**config.mk**
```make
export PLATFORM = sky130hd
export DESIGN_NAME = adventure_rooms
export DESIGN_NICKNAME = d
export VERILOG_FILES = /design/src/rtl/adventure_rooms_pkg.sv /design/src/rtl/adventure_rooms_btn_edge.sv /design/src/rtl/adventure_rooms.sv
export SDC_FILE = /design/constraint.sdc
export NUM_CORES = 1
export LEC_CHECK = 0
export ABC_AREA = 1
export CORE_ASPECT_RATIO = 1.25
export CORE_UTILIZATION = 47
export DETAILED_ROUTE_END_ITERATION = 16
export PLACE_DENSITY = 0.85
export SLEW_MARGIN = 20
export SYNTH_ARGS = -nofsm -noshare
export SYNTH_HDL_FRONTEND = slang
export SYNTH_SLANG_ARGS = --single-unit
```
**constraint.sdc**
```tcl
create_clock -name clk -period 2.2 [get_ports clk]
set_clock_uncertainty 0.2 [all_clocks]
set_input_delay 0.44 -clock clk [delete_from_list [all_inputs] [get_ports clk]]
set_output_delay 0.44 -clock clk [all_outputs]
set_load 0.02 [all_outputs]
```
**src/rtl/adventure_rooms_pkg.sv**
```systemverilog
// Shared room encodings and button-direction indices for the adventure game.
package adv_pkg;

    typedef enum logic [2:0] {
        CAVE   = 3'd0,
        TUNNEL = 3'd1,
        RIVER  = 3'd2,
        STASH  = 3'd3,
        DEN    = 3'd4,
        VAULT  = 3'd5,
        GRAVE  = 3'd6
    } room_t;

    localparam int DIR_N = 0;
    localparam int DIR_S = 1;
    localparam int DIR_E = 2;
    localparam int DIR_W = 3;

    localparam int NUM_ROOMS = 7;

endpackage

```
**src/rtl/adventure_rooms_btn_edge.sv**
```systemverilog
// Turns the four direction buttons into single-cycle press pulses and
// flags when exactly one direction was pressed on this edge.
module btn_edge (
    input  logic       clk,
    input  logic       reset,
    input  logic [3:0] btn,
    output logic [3:0] press,
    output logic       one_hot
);

    logic [3:0] r_prev;
    logic [3:0] w_low;

    // History starts at all-ones so a button held through reset release is
    // not mistaken for a fresh press.
    always_ff @(posedge clk or negedge reset) begin
        if (!reset) begin
            r_prev <= 4'b1111;
        end else begin
            r_prev <= btn;
        end
    end

    // Rising-edge detect and a clear-lowest-bit test for "exactly one set".
    always_comb begin
        press   = btn & ~r_prev;
        w_low   = press & (press - 4'd1);
        one_hot = (press != 4'd0) && (w_low == 4'd0);
    end

endmodule

```
**src/rtl/adventure_rooms.sv**
```systemverilog
// Room-navigation FSM: one room move per accepted press, Dragon's Den
// resolution against the sword flag, room LEDs and a saturating move count.
module adventure_rooms
    import adv_pkg::*;
#(
    parameter int MOVE_W = 8
) (
    input  logic              clk,
    input  logic              reset,
    input  logic              btn_n,
    input  logic              btn_s,
    input  logic              btn_e,
    input  logic              btn_w,
    input  logic              v,
    output logic              sw,
    output logic [6:0]        room,
    output logic [2:0]        room_id,
    output logic              win,
    output logic              die,
    output logic [MOVE_W-1:0] moves
);

    room_t             r_state;
    room_t             w_next;
    logic [MOVE_W-1:0] r_moves;
    logic [3:0]        w_btn;
    logic [3:0]        w_press;
    logic              w_one_hot;
    logic              w_move;

    assign w_btn = {btn_w, btn_e, btn_s, btn_n};

    btn_edge u_btn_edge (
        .clk     (clk),
        .reset   (reset),
        .btn     (w_btn),
        .press   (w_press),
        .one_hot (w_one_hot)
    );

    // State register; reset drops the player back in the cave.
    always_ff @(posedge clk or negedge reset) begin
        if (!reset) begin
            r_state <= CAVE;
        end else begin
            r_state <= w_next;
        end
    end

    // Next room from the single accepted press; the Den resolves on its own
    // and the terminal rooms ignore buttons until reset.
    always_comb begin
        w_next = r_state;
        w_move = 1'b0;
        case (r_state)
            CAVE: begin
                if (w_one_hot && w_press[DIR_E]) w_next = TUNNEL;
            end
            TUNNEL: begin
                if (w_one_hot && w_press[DIR_S]) w_next = RIVER;
                if (w_one_hot && w_press[DIR_W]) w_next = CAVE;
            end
            RIVER: begin
                if (w_one_hot && w_press[DIR_W]) w_next = TUNNEL;
                if (w_one_hot && w_press[DIR_N]) w_next = STASH;
                if (w_one_hot && w_press[DIR_E]) w_next = DEN;
            end
            STASH: begin
                if (w_one_hot && w_press[DIR_E]) w_next = RIVER;
            end
            DEN: begin
                w_next = v ? VAULT : GRAVE;
            end
            VAULT: w_next = VAULT;
            GRAVE: w_next = GRAVE;
            default: w_next = CAVE;
        endcase
        if ((r_state != DEN) && (w_next != r_state) &&
            (r_state == CAVE || r_state == TUNNEL ||
             r_state == RIVER || r_state == STASH)) begin
            w_move = 1'b1;
        end
    end

    // Count only player moves that changed the room, holding at all-ones.
    always_ff @(posedge clk or negedge reset) begin
        if (!reset) begin
            r_moves <= '0;
        end else if (w_move && (r_moves != {MOVE_W{1'b1}})) begin
            r_moves <= r_moves + MOVE_W'(1);
        end
    end

    // Moore outputs decoded from the current room only.
    always_comb begin
        room    = 7'd1 << r_state;
        room_id = r_state;
        sw      = (r_state == STASH);
        win     = (r_state == VAULT);
        die     = (r_state == GRAVE);
        moves   = r_moves;
    end

endmodule

```
==> flow_summary_export.csv <==
group,metric,value,unit
placed_design,place_ws,-0.2607,ns
routing,detail-route-antenna-nets,0,
status,violations,"design-rule violations",
worst_hold_path,hold_depth,1,
placed_design,place_area,1363,µm²
synth,synth_seq_cells,15,
timing,hold_violations,0,
synth,syn-cell-area,1005,µm²
flow_run,drv_cap,0,
timing,fin_crit,2.095,ns
routing,drt_pass1_iterations,10,
clock_network,cts.sinks,15,
clock_network,clockBufferDepth,2,
status,status,"complete, but fails checks",
routing,wl,2.293,mm
clock_network,clk_pin_slew,0.08,ns
worst_setup_path,crit_buf_inv,3,
clock_network,cts_tree,"yes",
placed_design,finalWeightedCongestion,0.8328,
worst_setup_path,crit_path_start,"btn_e",
clock_network,worstSkewPairLatency,0.28,ns
timing,min_period_over_period,95.25,%
routing,routedWlPerCell,11.82,µm
power,vdd_drop_max,0.0007961,V
global_route,grt_use_total,20.77,%
worst_setup_path,cp-end-kind,"flip-flop",
timing,setup_viol,0,
worst_setup_path,cp-start-kind,"input port",
synth,yosysSeqAreaShare,37.86,%
routing,drc,6,
global_route,grt-ovfl-total,0,
worst_setup_path,rrSetupSlack,0.20,ns
global_route,grt_max_degree,10,
worst_hold_path,hold_path_end,"u_btn_edge.r_prev[3]$_DFF_PN1_",
synth,yosysUniqueCellTypes,25,
clock_network,cts_buffers,3,
worst_setup_path,crit_slowest_cell,"clkdlybuf4s50_1",
synth,syn_nets,140,
timing,fmax,477.2,MHz
worst_setup_path,worst-path-max-fanout,8,
layout,design_area,1426,µm²
worst_hold_path,hold_path_class,"input port to flip-flop",
routing,vias,978,
worst_setup_path,r2r_end,"moves[7]$_DFFE_PN0P_",
routing,vias_per_cell,5.041,
floorplanning,start_util,50.12,%
synth,synth_area_per_cell,7.611,µm²
floorplanning,fp-row-count,18,
layout,fillers,159,
power,p_leak,0.7740,nW
worst_setup_path,crit_type,"input port to flip-flop",
worst_setup_path,rr_worst_depth,15,
global_route,grt_pass1_wl,3.629,mm
layout,drive_gt1_share,32.76,%
layout,synthToLayoutAreaGrowth,41.97,%
clock_network,root_buffer,"clkbuf_4",
placed_design,dpl.hpwl,1.714,mm
worst_setup_path,worstPathRequired,2.22,ns
timing,finalWorstSetupSlack,0.1045,ns
worst_hold_path,min_from,"btn_w",
layout,most-common-layout-cells,"nand2_1 (31), inv_1 (16), clkdlybuf4s50_1 (16)",
placed_design,port_buffers,27,
floorplanning,die_y,53.69,µm
floorplanning,dieArea,2328,µm²
power,powerDensity,1240,nW/µm²
global_route,grt_pass1_vias,899,
floorplanning,die_x,43.36,µm
global_route,antenna_found_initial,0,
synth,ys_warn_count,0,
floorplanning,ioPinCount,28,
timing,relSlewSlack,76.88,%
layout,layout_commonest_cell,"nand2_1",
floorplanning,coreArea,2004,µm²
timing,worst_slew_pin_slew,0.3457,ns
timing,slew_violations,0,
worst_setup_path,reg2reg_from,"u_btn_edge.r_prev[3]$_DFF_PN1_",
clock_network,htree_num_levels,1,
worst_setup_path,slowest_delay,0.47,ns
worst_setup_path,worst_path_most_repeated_cell,"nand2_1",
routing,drt_iter0_markers,23,
synth,syn_inst,132,
worst_setup_path,crit_family,"simple AND/OR/NAND/NOR gates",
worst_setup_path,crit_arrival,2.11,ns
worst_setup_path,crit_chain,"clkdlybuf4s50_1 -> nand2_1 -> inv_1 -> nand4_1 -> nand2_1 -> inv_1 -> nand2_1 -> nand2_2 -> nor2_2 -> nand2_1 -> nand2_2 -> nand2_4 -> nand2_8 -> nand2_2 -> nand2_1",
layout,antenna_cells,0,
layout,fin_nets,183,
clock_network,ctsHoldBuffers,0,
cell usage after synthesis (all sizes together):
cell type	number	area, µm²
nand2	46	212.7
inv	22	82.58
nand3	15	85.08
dfrtp	11	275.3
nor2	6	27.52
nand4	5	31.28
nor3	5	51.30
xor2	5	43.79
buf	4	27.52
dfstp	4	105.1
o21ai	4	20.02
a21oi	1	5.000
a31oi	1	12.51
clkinv	1	3.750
ha	1	12.51
xnor2	1	8.760
worst register-to-register path, stage by stage, from the launching register on:
cell and delay (ns):
dfstp_2 0.54, inv_1 0.04, nand2_1 0.09, nand2_1 0.08
inv_1 0.07, nand3_1 0.12, nand2_1 0.09, nand2_1 0.08
nand3_2 0.08, nand2_1 0.05, nand2_1 0.07, inv_2 0.05
nand2_4 0.11, nand2_8 0.09, nand2_2 0.07, nand2_1 0.06
through the flow:
stage,utilization [%],power (W),TNS (ns),cells,hold WS (ns)
floorplan,-,0.001184,0,132,-0.05559
global placement,67.98,0.001550,-1.610,187,0.3249
detailed placement,67.98,0.001578,-1.982,187,0.3400
CTS,68.85,0.001711,0,191,0.2287
global route,71.16,0.001909,-0.07970,194,0.09899
finish,71.16,0.001768,0,194,0.1111
worst max path at each step:
| stage | to | slack (ns) | cells after the start |
|---|---|---|---|
| 3_5_place_dp | moves[7]$_DFFE_PN0P_ | -0.26 | 14 |
| 5_1_grt | moves[5]$_DFFE_PN0P_ | -0.03 | 15 |
| 3_3_place_gp | moves[5]$_DFFE_PN0P_ | -0.21 | 14 |
| 2_1_floorplan | moves[6]$_DFFE_PN0P_ | 0.11 | 13 |
| 4_1_cts | moves[7]$_DFFE_PN0P_ | 0.03 | 14 |
| 6_report | moves[7]$_DFFE_PN0P_ | 0.10 | 15 |
area by class of cell:
type / count / area [µm²] / share of cell area [%]
Sequential cell: 15 / 384.1 / 26.93
Inverter: 23 / 86.33 / 6.053
Tap cell: 20 / 25.02 / 1.754
Timing Repair Buffer: 41 / 365.4 / 25.61
Clock buffer: 4 / 26.28 / 1.842
Multi-Input combinational cell: 91 / 539.3 / 37.81
where the power goes:
part	switching [W]	total (W)	internal (W)
sequential	0.000131	0.000493	0.000361
clock	0.0000809	0.000151	0.0000703
combinational	0.000668	0.00112	0.000456
total	0.000881	0.00177	0.000887
registers in the layout, indices dropped and copies added (netlist names):
name	count
room_id	3
moves	8
u_btn_edge.r_prev	4
layer usage:
metal / share of wire, % / GRT usage [%] / up-vias
met5: 0 / 0 / -
met4: 0.61 / 10.42 / 0
met3: 4.5 / 2.349 / 2
met2: 51 / 38.13 / 32
met1: 43 / 23.79 / 445
li1: - / - / 499
cell families after synthesis:
| logic type | share of synthesized area (%) |
|---|---|
| AO/OA/AOI/OAI | 3.735 |
| XOR/XNOR | 5.230 |
| flip-flops | 37.86 |
| AND/OR/NAND/NOR | 40.60 |
| adder cells (fa/ha/maj) | 1.245 |
| buffers and inverters | 11.33 |
timing repair:
| item | CTS | global route |
|---|---|---|
| cloned | 0 | 1 |
| resized for setup | 13 | 8 |
| buffers inserted | 0 | 2 |
| endpoints found under the setup margin | 11 | 8 |
| pin swaps | 0 | 3 |
No activity file was read; power rests on OpenSTA's default activity.
